$ cat src/rtl/device_read_responder.sv
// Host READ-frame responder: decodes command/address bytes, prefetches memory bytes into a TX FIFO.
// Optional DEVICE_READ_UNDERRUN_CNT_EN adds an 8-bit saturating underrun counter output.
module device_read_responder #(
  parameter int         ADDRESS_WIDTH = 25,
  parameter int         FIFO_DEPTH    = 4,
  parameter logic [7:0] CMD_READ      = 8'd11
) (
  input  logic                     clk_device,
  input  logic                     reset_n,
  input  logic                     cs_n,
  input  logic [7:0]               rx_data,
  input  logic                     rx_valid,
  output logic [ADDRESS_WIDTH-1:0] rd_addr,
  output logic                     rd_req,
  input  logic [7:0]               rd_data,
  input  logic                     rd_data_valid,
  output logic [7:0]               tx_data,
  output logic                     tx_valid,
  input  logic                     tx_ready,
  output logic                     busy,
  output logic [1:0]               state
`ifdef DEVICE_READ_UNDERRUN_CNT_EN
  ,
  output logic [7:0]               underrun_cnt
`endif
);

  localparam int PW = $clog2(FIFO_DEPTH);
  localparam int CW = PW + 1;
  localparam logic [CW-1:0] DEPTH_C = CW'(FIFO_DEPTH);

  localparam logic [1:0] S_IDLE  = 2'd0;
  localparam logic [1:0] S_ADDR  = 2'd1;
  localparam logic [1:0] S_FETCH = 2'd2;
  localparam logic [1:0] S_DONE  = 2'd3;

  logic [1:0]    state_next;
  logic [1:0]    byte_cnt;
  logic [23:0]   addr_shift;
  logic [31:0]   addr_full;
  logic          outstanding;
  logic          discard;
  logic [7:0]    fifo_mem [FIFO_DEPTH];
  logic [PW-1:0] wr_ptr;
  logic [PW-1:0] rd_ptr;
  logic [CW-1:0] fifo_count;
  logic          cmd_byte;
  logic          addr_byte;
  logic          addr_last;
  logic          push;
  logic          pop;

  assign cmd_byte  = (state == S_IDLE) && rx_valid && !cs_n;
  assign addr_byte = (state == S_ADDR) && rx_valid && !cs_n;
  assign addr_last = addr_byte && (byte_cnt == 2'd3);
  assign addr_full = {addr_shift, rx_data};

  // Handshake: tx_valid means tx_data holds the FIFO head; a byte leaves on a
  // rising edge where tx_valid && tx_ready. tx_ready while empty does nothing.
  assign push = rd_data_valid && !discard && !cs_n;
  assign pop  = tx_valid && tx_ready && !cs_n;

  // FSM: state register
  always_ff @(posedge clk_device or negedge reset_n) begin
    if (!reset_n) state <= S_IDLE;
    else          state <= state_next;
  end

  // FSM: next state
  always_comb begin
    state_next = state;
    if (cs_n) begin
      state_next = S_IDLE;
    end else begin
      case (state)
        S_IDLE:  if (rx_valid) state_next = (rx_data == CMD_READ) ? S_ADDR : S_DONE;
        S_ADDR:  if (addr_last) state_next = S_FETCH;
        default: state_next = state;
      endcase
    end
  end

  // FSM: outputs decoded from registered state only
  always_comb begin
    busy   = (state == S_ADDR) || (state == S_FETCH);
    rd_req = (state == S_FETCH) && !outstanding && !discard &&
             ((fifo_count + CW'(outstanding)) < DEPTH_C);
  end

  always_ff @(posedge clk_device or negedge reset_n) begin
    if (!reset_n) begin
      byte_cnt   <= 2'd0;
      addr_shift <= 24'd0;
    end else if (cmd_byte) begin
      byte_cnt <= 2'd0;
    end else if (addr_byte) begin
      byte_cnt   <= byte_cnt + 2'd1;
      addr_shift <= {addr_shift[15:0], rx_data};
    end
  end

  always_ff @(posedge clk_device or negedge reset_n) begin
    if (!reset_n)       rd_addr <= '0;
    else if (addr_last) rd_addr <= ADDRESS_WIDTH'(addr_full);
    else if (rd_req)    rd_addr <= rd_addr + ADDRESS_WIDTH'(1);
  end

  // A request still in flight when the frame ends belongs to a dead frame:
  // its response is dropped and it blocks new requests until it returns.
  always_ff @(posedge clk_device or negedge reset_n) begin
    if (!reset_n) begin
      outstanding <= 1'b0;
      discard     <= 1'b0;
    end else begin
      if (rd_req)             outstanding <= 1'b1;
      else if (rd_data_valid) outstanding <= 1'b0;
      if (rd_data_valid)                      discard <= 1'b0;
      else if (cs_n && (outstanding || rd_req)) discard <= 1'b1;
    end
  end

  always_ff @(posedge clk_device or negedge reset_n) begin
    if (!reset_n) begin
      wr_ptr     <= '0;
      rd_ptr     <= '0;
      fifo_count <= '0;
    end else if (cs_n) begin
      wr_ptr     <= '0;
      rd_ptr     <= '0;
      fifo_count <= '0;
    end else begin
      if (push) wr_ptr <= wr_ptr + PW'(1);
      if (pop)  rd_ptr <= rd_ptr + PW'(1);
      case ({push, pop})
        2'b10:   fifo_count <= fifo_count + CW'(1);
        2'b01:   fifo_count <= fifo_count - CW'(1);
        default: fifo_count <= fifo_count;
      endcase
    end
  end

  always_ff @(posedge clk_device) begin
    if (push) fifo_mem[wr_ptr] <= rd_data;
  end

  assign tx_valid = (fifo_count != '0);
  assign tx_data  = tx_valid ? fifo_mem[rd_ptr] : 8'h00;

`ifdef DEVICE_READ_UNDERRUN_CNT_EN
  always_ff @(posedge clk_device or negedge reset_n) begin
    if (!reset_n)      underrun_cnt <= 8'd0;
    else if (cmd_byte) underrun_cnt <= 8'd0;
    else if ((state == S_FETCH) && tx_ready && (fifo_count == '0) && (underrun_cnt != 8'hFF))
      underrun_cnt <= underrun_cnt + 8'd1;
  end
`endif

endmodule
$ cat config.mk
export PLATFORM = sky130hd
export DESIGN_NAME = device_read_responder
export DESIGN_NICKNAME = d
export VERILOG_FILES = /design/src/rtl/device_read_responder.sv
export SDC_FILE = /design/constraint.sdc
export NUM_CORES = 1
export LEC_CHECK = 0
export ABC_CLOCK_PERIOD_IN_PS = 4100
export CAP_MARGIN = 20
export CORE_ASPECT_RATIO = 0.9
export CORE_MARGIN = 2
export CORE_UTILIZATION = 58
export CTS_BUF_LIST = sky130_fd_sc_hd__clkbuf_16
export DETAILED_ROUTE_END_ITERATION = 6
export HOLD_SLACK_MARGIN = 0.08
export PLACE_DENSITY = 0.84
export SYNTH_ARGS = -nofsm -noshare
export SYNTH_HDL_FRONTEND = slang
export SYNTH_SLANG_ARGS = --single-unit
$ cat constraint.sdc
create_clock -name clk_device -period 4.1 [get_ports clk_device]
set_clock_uncertainty 0.15 [all_clocks]
set_input_delay 1.23 -clock clk_device [delete_from_list [all_inputs] [get_ports clk_device]]
set_output_delay 1.23 -clock clk_device [all_outputs]
set_load 0.05 [all_outputs]
# --- Word level (Yosys, flattened, before mapping) ---
# Memories as Yosys holds them, arrays and structs flattened.
# Cells that the tools add are included.
word_totals:
  register_bits: 55
  ramBits: 32
  output_inout_bits: 38
  n_memories: 1
op_classes:
  n_addsub: 7
  magnitude_cmp: 1
  n_eq_ne: 8
  muxes: 22
  n_bitwise: 1
  reduce_logical: 30
memory_table:
  columns: ["name", "words", "word_bits", "rd", "rd_clocked_by_memory_dff", "wr", "line_no", "text"]
  rows:
  - ["fifo_mem", 4, 8, 1, 0, 1, "43", "logic [7:0] fifo_mem [FIFO_DEPTH];"]
ops:
  columns: ["operator", "n"]
  rows:
  - ["$mux 25", 2]
  - ["$add 25x1->25 const B", 1]
  - ["$mux 2", 10]
  - ["$logic_and 1x1->1", 13]
  - ["$reduce_bool 2->1", 6]
  - ["$reduce_bool 3->1", 3]
  - ["$eq 8x4->1 const B", 1]
  - ["$mux 8", 1]
  - ["$add 2x1->2 const B", 3]
  - ["$eq 2x2->1 const B", 3]
  - ["$mux 1", 6]
  - ["$ne 3x3->1 const B", 2]
  - ["$pmux 3 s2", 1]
  - ["$eq 2x1->1 const B", 2]
  - ["$pmux 2 s2", 1]
  - ["$add 3x1->3", 1]
  - ["$add 3x1->3 const B", 1]
  - ["$logic_not 1->1", 3]
  - ["$lt 3x3->1 const B", 1]
  - ["$mux 3", 1]
  - ["$reduce_and 3->1", 1]
  - ["$sub 3x1->3 const B", 1]
  - ["$logic_not 2->1", 1]
  - ["$logic_or 1x1->1", 2]
  - ["other kinds (2)", 2]

# --- Logic depth before layout (Yosys ltp) ---
# Gate-level depths: netlist of run 1.
depth:
  ltp_word: 8
  mapped_depth: 9
  depth_no_buf: 8

# --- Least setup slack after synthesis of run 1 ---
# Ideal clock, no wire load.
synth_path:
  kind: "reg2out"
  from: "register rd_ptr[0]"
  to: "output port tx_data[0]"
  t_arrival_ns: 1.667
  slack_ns: 1.053
  stages_incl_launch_ff: 4
  n_path_buf: 1
  cell_sequence: "dfrtp_1 > clkbuf_1 > mux4_2 > and2_1"
synth_between:
  elab_chain_len: 2
synth_rtl:
  columns: ["item", "line_no", "text"]
  rows:
  - ["from (decl)", "45", "logic [PW-1:0] rd_ptr;"]
  - ["from (signal assigned)", "133", "if (pop) rd_ptr <= rd_ptr + PW'(1);"]
  - ["$mem_v2 4x8", null, null]
  - ["$mux 8", "147", "assign tx_data = tx_valid ? fifo_mem[rd_ptr] : 8'h00;"]
  - ["to (decl)", "17", "output logic [7:0] tx_data,"]
# No other way between the ends.

# --- Final worst setup path of run 1 ---
layout_path:
  from: "register rd_ptr[0]"
  to: "output port tx_data[2]"
# The elaborated chain is that of the path after synthesis.

==> metrics, run 1 <==
Initial Util=0.608; first-pass GRT wire length=15000 um; cts repair resizes=0; mapped cell area=4070 um2; final WL=9270 um; leading area contributor after synthesis=dfrtp_1; Pwr per Cell Area=742 nW/um2; post-DP HPWL=6390 um; max frequency=256 MHz; synthesized net count=360; Layout Cells excl Fill=485; Core Rows=28; drt first-iter violations=189; initial antenna violation count=0; worst setup margin=0.187 ns; core box area=6690 um2; setup_tns=0 ns; Final Hold Vio Count=0; Post-DRT Antenna Nets=0; Worst Setup EP=tx_data[2]; TritonCTS Buffers=9; arrival time at the worst endpoint=2.53 ns; gr usage total=0.261; area share of the largest cell type after synthesis=0.338; share of cells above drive strength 1=0.152; element type at the critical path start=flop; Port Buf Inserts=59; worst r2r path cells=8; Seq/Total Area, Yosys=0.575; clock root buffer=clkbuf_16; residual overflow from global routing=0; Slew HR=0.574; Cells after Synth=328; final period utilization=0.954; Avg Inst Size Synth=12.4 um2; Yosys reg bits=87; clock-pin slew on the worst setup and hold paths=0.07 ns; P&R area growth vs syn=23.9%; CTS tree=built; worst r2r dst=rd_addr[19]; measured slew at the worst slew-check pin=0.640 ns; Cell variety after synth=36; clock network latency to the later pin of the worst-skew pair=0.34 ns; Max FO, Critical Path=10; DR vias=2796; Critical Path End Type=output port; outcome=complete, no violations; Pre-antenna DRT Iters=4; Post-CTS Setup Bufs=0; Required @ worst endpoint=2.72 ns; Die Y=83.4 um; crit path kind=reg2out; RePlAce Congestion=0.774; minimum clock period=3.91 ns; YS warnings=0; die footprint=7700 um2; number of global-route vias before repair=2908; Worst R2R Setup Slack=1.56 ns; clock sink count=87; CP startpoint=rd_ptr[0]; static leakage=1.98 nW; Post-Place Cells=469; largest net degree at the start of global routing=51; RSZ-0062 raised after global routing=no; Via density=5.76; die span in x=92.3 um; Layout Nets=422; Final Max Slew Viols=0; Max Cap Viol=0; min-delay worst type=reg2reg; setup slack at placement=0.566 ns; per-cell routed wire length=19.1 um; H-Tree Level Count=3; IO Pins=60; final setup violation count=0; reg2reg start=state[0]; drt drc=0; top cells by area, synth=dfrtp_1 (34%), edfxtp_1 (24%), mux2_2 (5.3%); IR drop worst, VDD=385 uV; Post-CTS Hold Buffers=0; CTS Buffer Depth=2; ant diodes=0
==> state kept, by name (all words and copies together) (netlist names) <==
signal and count:
fifo_count 3, wr_ptr 2, discard 1, addr_shift 17, fifo_mem 32, rd_addr 25
outstanding 1, state 2, rd_ptr 2, byte_cnt 2
==> where the power goes <==
part | internal (mW) | switching (mW) | leakage (nW) | total [mW]
clock | 0.428 | 0.364 | 0.143 | 0.792
combinational | 0.586 | 1.00 | 0.893 | 1.59
sequential | 1.11 | 0.251 | 0.946 | 1.36
==> synth_stat cells <==
cell type	number
nor4_1	1
nand2_1	22
o31ai_1	1
xor2_1	11
and4bb_2	1
or3_1	2
mux4_2	8
o21ai_0	5
fa_1	1
a221oi_1	1
dfrtp_1	55
clkbuf_1	11
edfxtp_1	32
nand4_1	6
mux2_2	19
or4b_4	1
buf_6	1
inv_1	8
nor2_1	37
nand4_4	1
a31oi_1	2
ha_1	9
and2_1	12
and3_1	5
nand3_1	10
nor3b_1	1
nor3_1	3
nor3_2	2
nand2b_1	2
nor2b_1	4
or2_2	2
nand4b_1	2
xnor2_1	17
nor4_4	4
a21oi_1	28
clkinv_2	1
==> metal layers <==
layer	vias up	share of wire	wire, um	global-route usage
li1	1284	-	-	-
met1	1398	0.42	3910	0.334
met2	96	0.50	4660	0.429
met3	18	0.051	468	0.0681
met4	0	0.025	236	0.102
met5	-	0	0	0
==> cell families after synthesis <==
group                    Yosys count  synth area share
AND/OR/NAND/NOR                  118             0.166
flip-flops                        87             0.575
AO/OA/AOI/OAI                     37            0.0477
XOR/XNOR                          28            0.0603
multiplexers                      27            0.0969
buffers and inverters             21            0.0215
adder cells (fa/ha/maj)           10            0.0326
==> critical path, cell delays in order, from the launching register on <==
cell and delay (ns):
dfrtp_1 0.70, mux4_2 0.58, and2_1 0.19, clkdlybuf4s50_1 0.73
==> metrics by stage <==
stage               hold WS (ns)  total power [mW]  utilization  area (um2)
floorplan                  0.316              2.42            -        4070
global placement           0.344              2.88        0.709        4740
detailed placement         0.354              2.94        0.709        4740
CTS                        0.370              3.74        0.753        5040
global route               0.383              3.90        0.753        5040
finish                     0.367              3.74        0.753        5040
==> layout by cell type, fill, tap and decap left out, types with 2 or more instances in the layout <==
| cell type | netlist | layout |
|---|---|---|
| nand4_1 | 6 | 6 |
| mux2_2 | 19 | 19 |
| inv_1 | 8 | 8 |
| nand2b_1 | 2 | 2 |
| or2_2 | 2 | 2 |
| and2_1 | 12 | 12 |
| nor4_4 | 4 | 4 |
| clkinv_4 | 0 | 2 |
| o21ai_0 | 5 | 5 |
| nor2_1 | 37 | 37 |
| clkbuf_16 | 0 | 9 |
| xor2_1 | 11 | 11 |
| and3_1 | 5 | 5 |
| nor2b_1 | 4 | 4 |
| nor3_1 | 3 | 3 |
| nand4b_1 | 2 | 2 |
| or3_1 | 2 | 2 |
| mux4_2 | 8 | 8 |
| clkdlybuf4s50_1 | 0 | 58 |
| dfrtp_1 | 55 | 55 |
| ha_1 | 9 | 9 |
| edfxtp_1 | 32 | 32 |
| a21oi_1 | 28 | 28 |
| buf_4 | 0 | 4 |
| nand2_1 | 22 | 22 |
| nand3_1 | 10 | 10 |
| xnor2_1 | 17 | 17 |
| a31oi_1 | 2 | 2 |
| nor3_2 | 2 | 2 |
| inv_8 | 0 | 2 |
==> cell type report <==
type	count	area, um2
clock buffer	9	225
clock inverter	7	72.6
fill	423	1650
inverter	9	35.0
multi-input combinational	220	1640
sequential	87	2340
tap	90	113
timing repair buffer	63	616
==> worst min-delay path by stage <==
stage / startpoint / end / slack, ns / cells past startpoint
after floorplan: byte_cnt[1] / byte_cnt[1] / 0.32 / 2
after global placement: byte_cnt[1] / byte_cnt[1] / 0.34 / 2
after detailed placement: addr_shift[15] / addr_shift[15] / 0.35 / 1
after CTS: addr_shift[15] / addr_shift[15] / 0.37 / 1
after global routing: addr_shift[10] / addr_shift[10] / 0.38 / 1
final: addr_shift[10] / addr_shift[10] / 0.37 / 1
No activity file was read; power rests on OpenSTA's default activity.
==> run 2, diff against run 1 <==
ABC_CLOCK_PERIOD_IN_PS = 4440   (was 4100)
CORE_UTILIZATION = 54   (was 58)
PLACE_DENSITY = 0.79   (was 0.84)
SLEW_MARGIN = 20   (was not set)
clock period = 4.44 ns   (was 4.1 ns; I/O delays follow)
==> run 2 against run 1 <==
  * Combinational power shrank 9%
  * Total power shrank 5.5%
  * Flip-flop and latch count is the same
  * Wire length shrank 10%
  * Critical path depth grew 2
  * Critical endpoint is now rd_req
  * Largest power group unchanged
==> metrics, run 2 (synthesized netlist as in run 1, its figures left out) <==
final period utilization=0.897; per-cell routed wire length=17.0 um; Port Buf Inserts=59; crit path kind=reg2out; DP Area=4740 um2; Core Rows=30; largest net degree at the start of global routing=51; most frequent cells in the layout=clkdlybuf4s50_1 (58), dfrtp_1 (55), nor2_1 (37), edfxtp_1 (32), a21oi_1 (28); final core occ=0.684; measured slew at the worst slew-check pin=0.789 ns; CP startpoint=state[0]; setup_tns=0 ns; gr usage total=0.218; max frequency=251 MHz; Post-CTS Hold Buffers=0; GR Layer Usage met3=0.0374; ant diodes=0; Slew HR=0.474; DR vias=2685; Layout Nets=421; die footprint=8240 um2; Max Cap Viol=0; final WL=8320 um; drt first-iter violations=200; cts repair resizes=0; Post-DRT Antenna Nets=0; CTS tree=built; RSZ-0062 raised after global routing=no; min-delay worst type=reg2reg; Pwr per Cell Area=695 nW/um2; final setup violation count=0; post-route cell area=5080 um2; CTS Buffer Depth=2; TritonCTS Buffers=9; max reg flops=32; Final Max Slew Viols=0; Final Hold Vio Count=0; Via density=5.48; Initial Util=0.547; clock network latency to the later pin of the worst-skew pair=0.34 ns; Critical Path End Type=output port; core box area=7430 um2; residual overflow from global routing=0; die span in x=95.5 um; minimum clock period=3.98 ns; Worst R2R Setup Slack=1.94 ns; arrival time at the worst endpoint=2.50 ns; global routing usage on met2=0.327; element type at the critical path start=flop; H-Tree Level Count=3; Required @ worst endpoint=2.96 ns; top flop regs=fifo_mem: 32 flops, rd_addr: 25 flops, addr_shift: 17 flops; Layout Cells excl Fill=490; Post-Place Cells=474; most used routing layer=met2; share of cells above drive strength 1=0.147; RePlAce Congestion=0.805; drt drc=0; Post-CTS Setup Bufs=0; clock sink count=87; static leakage=1.99 nW; P&R area growth vs syn=24.9%; Die Y=86.3 um; clock-pin slew on the worst setup and hold paths=0.06 ns; clock root buffer=clkbuf_16; IR drop worst, VDD=388 uV; commonest non-fill, non-tap cell in the layout=clkdlybuf4s50_1; number of global-route vias before repair=2631; first-pass GRT wire length=13400 um; met1 GRT Util=0.322; Pre-antenna DRT Iters=4; hold path start=addr_shift[14]; Max FO, Critical Path=6; Most flops, register=fifo_mem; outcome=complete, no violations; reg2reg start=state[0]; IO Pins=60; initial antenna violation count=0; post-DP HPWL=5740 um; # fillers=527
-- run 2: changes by cell type in the layout (fill, tap and decap cells not counted), sizes merged --
cell	delta
clkinvlp	+1
inv	-3
clkinv	-1
bufinv	+3
buf	-1
-- run 2: final timing paths --
check                      depth (start not counted)        endpoint
setup / recovery                                   5          rd_req
hold / removal                                     1  addr_shift[14]
setup reg to reg                                   8     rd_addr[19]
hold reg to reg                                    1  addr_shift[14]
max in group asynchronous                          2     rd_addr[16]
min in group asynchronous                          1     rd_addr[14]
-- run 2: power by group --
part | internal (mW) | switching [mW]
Combinational | 0.540 | 0.903
Clock | 0.545 | 0.300
Sequential | 1.02 | 0.221
-- run 2: worst max-delay path, stage by stage (launching register included) --
cell and delay, ns:
dfrtp_1 0.41, inv_1 0.10, ha_1 0.16, or4b_4 0.52, clkinv_2 0.13, clkdlybuf4s50_1 0.85
-- run 2: layout make-up --
class | count | area, um2 | share of cell area
Multi-Input combinational cell | 220 | 1640 | 0.323
Timing Repair Buffer | 62 | 608 | 0.120
Inverter | 9 | 35.0 | 0.00690
Clock inverter | 7 | 111 | 0.0219
Sequential cell | 87 | 2340 | 0.460
Tap cell | 96 | 120 | 0.0236
Clock buffer | 9 | 225 | 0.0443
-- run 2: metrics by stage --
| stage | setup WS (ns) | hold WS [ns] | power [mW] |
|---|---|---|---|
| after floorplan | 1.29 | 0.316 | 2.23 |
| after global placement | 0.819 | 0.342 | 2.65 |
| after detailed placement | 0.798 | 0.347 | 2.69 |
| after CTS | 0.433 | 0.361 | 3.55 |
| after global routing | 0.355 | 0.373 | 3.69 |
| final | 0.459 | 0.360 | 3.53 |
-- run 2: per-layer routing --
layer,up-vias,share of wire
met5,-,0
met4,0,0.015
met3,9,0.047
met1,1328,0.47
li1,1288,-
met2,60,0.47
==> run 3, diff against run 2 <==
ABC_AREA = 1   (was not set)
CORE_MARGIN = 4   (was 2)
CORE_UTILIZATION = 55   (was 54)
==> run 3 against run 2 <==
  * Cell area up 6.1%
  * Fmax down 0.26%
  * Critical endpoint is now tx_data[7]
  * Area after synthesis up 9.6%
==> metrics, run 3 <==
outcome=complete, no violations; leading area contributor after synthesis=dfrtp_1; Post-CTS Hold Buffers=0; Avg Inst Size Synth=8.59 um2; per-cell routed wire length=15.6 um; element type at the critical path start=flop; largest net degree at the start of global routing=43; Post-Place Cells=663; synthesized net count=551; Hold Path Cell Cnt=1; Core Rows=30; DP Area=5090 um2; final WL=10600 um; IO Pins=60; Cells after Synth=519; die span in x=103 um; die footprint=9610 um2; Yosys reg bits=87; CTS Buffer Depth=2; CTS tree=built; Post-DRT Antenna Nets=0; Top FF cell, synth=dfrtp_1; mapped cell area=4460 um2; min-delay worst type=reg2reg; H-Tree Level Count=3; Seq/Total Area, Yosys=0.524; commonest non-fill, non-tap cell in the layout=nand2_1; Final Hold Vio Count=0; first-pass GRT wire length=17600 um; Die Y=93.4 um; measured slew at the worst slew-check pin=0.979 ns; static leakage=2.30 nW; reg2reg start=state[1]; ant diodes=0; core box area=7690 um2; Most flops, register=fifo_mem; clock-pin slew on the worst setup and hold paths=0.07 ns; total power=3.31 mW; share of cells above drive strength 1=0.0823; DR vias=3701; Worst Hold End=byte_cnt[0]; drt first-iter violations=221; Slew HR=0.348; post-route cell area=5390 um2; hold path start=byte_cnt[0]; residual overflow from global routing=0; # fillers=597; gr usage total=0.236; RSZ-0062 raised after global routing=no; Critical Path End Type=output port; post-DP HPWL=7420 um; top flop regs=fifo_mem: 32 flops, rd_addr: 25 flops, addr_shift: 17 flops; Layout Cells excl Fill=679; Post-synth ARST share=0.632; clock network latency to the later pin of the worst-skew pair=0.34 ns; final core occ=0.700; clock root buffer=clkbuf_16; worst r2r path cells=10; Max Cap Viol=0; crit path kind=reg2out; final period utilization=0.899; P&R area growth vs syn=20.9%; Worst R2R Setup Slack=2.29 ns; Cell variety after synth=35; Required @ worst endpoint=2.96 ns; IR drop worst, VDD=407 uV; clock sink count=87; Via density=5.45; Layout Nets=610; initial antenna violation count=0; setup_tns=0 ns; area share of the largest cell type after synthesis=0.309; number of global-route vias before repair=3691; TritonCTS Buffers=9; Port Buf Inserts=59; minimum clock period=3.99 ns; Max FO, Critical Path=18; most frequent cells in the layout=nand2_1 (144), nor2_1 (67), clkdlybuf4s50_1 (58), dfrtp_1 (55), inv_1 (53); max frequency=251 MHz; Pwr per Cell Area=614 nW/um2; top cells by area, synth=dfrtp_1 (31%), edfxtp_1 (22%), nand2_1 (12%); worst r2r dst=rd_addr[15]; Post-CTS Setup Bufs=0; arrival time at the worst endpoint=2.51 ns; drt drc=0; YS warnings=0; RePlAce Congestion=0.871; final setup violation count=0; cts repair resizes=0; top post-synthesis cells by count=nand2_1 (144), nor2_1 (67), dfrtp_1 (55); Final Max Slew Viols=0; most instantiated library cell after synthesis=nand2_1; max reg flops=32; number of synthesized flops with an enable pin=32; Initial Util=0.579; Pre-antenna DRT Iters=5
## run 3: cell types whose count changed in the layout (fill, tap and decap cells not counted), moves of 7 or more
cell | previous run | this run
xnor2_1 | 17 | 4
o21ai_0 | 5 | 41
and2_1 | 12 | 1
nand3_1 | 10 | 28
mux2_2 | 19 | 12
inv_1 | 8 | 53
nand2_1 | 22 | 144
mux4_2 | 8 | 0
nor2_1 | 37 | 67
a21oi_1 | 28 | 17
## run 3: critical path: stages (launching register included)
cell	delay (ns)
dfrtp_1	0.57
inv_1	0.42
o21ai_0	0.17
a21oi_1	0.18
clkdlybuf4s50_1	0.83
## run 3: logic make-up after synthesis
family,Yosys count,synth area share
AND/OR/NAND/NOR,257,0.238
flip-flops,87,0.524
AO/OA/AOI/OAI,70,0.0845
buffers and inverters,70,0.0671
XOR/XNOR,13,0.0255
multiplexers,12,0.0303
adder cells (fa/ha/maj),10,0.0298
## run 3: layout make-up
class,count,area [um2],share of cell area
Tap cell,96,120,0.0223
Sequential cell,87,2340,0.434
Clock buffer,9,225,0.0418
Multi-Input combinational cell,362,1820,0.338
Inverter,58,218,0.0404
Timing Repair Buffer,60,593,0.110
Clock inverter,7,73.8,0.0137
## run 3: metrics by stage
stage	setup slack, ns	hold slack [ns]
3_3_place_gp	0.910	0.309
2_1_floorplan	1.14	0.297
6_report	0.448	0.336
4_1_cts	0.420	0.338
5_1_grt	0.236	0.358
3_5_place_dp	0.781	0.327
## run 3: worst max path at each step
| stage | startpoint | to | slack [ns] | cells past startpoint |
|---|---|---|---|---|
| floorplan | fifo_count[0] | tx_data[0] | 1.14 | 4 |
| global placement | rd_ptr[0] | tx_data[4] | 0.91 | 4 |
| detailed placement | rd_ptr[0] | tx_data[7] | 0.78 | 4 |
| CTS | rd_ptr[0] | tx_data[7] | 0.42 | 4 |
| global route | rd_ptr[0] | tx_data[7] | 0.24 | 4 |
| finish | rd_ptr[0] | tx_data[7] | 0.45 | 4 |
## run 3: metal layers
layer  GRT usage  wire (um)
met2       0.382       5090
met3      0.0597        694
met4      0.0539        106
met1       0.320       4680
met5           0          0
## run 3: where the power goes
part	switching, mW	internal [mW]
clock	0.351	0.398
combinational	0.886	0.439
sequential	0.209	1.03
total	1.45	1.86
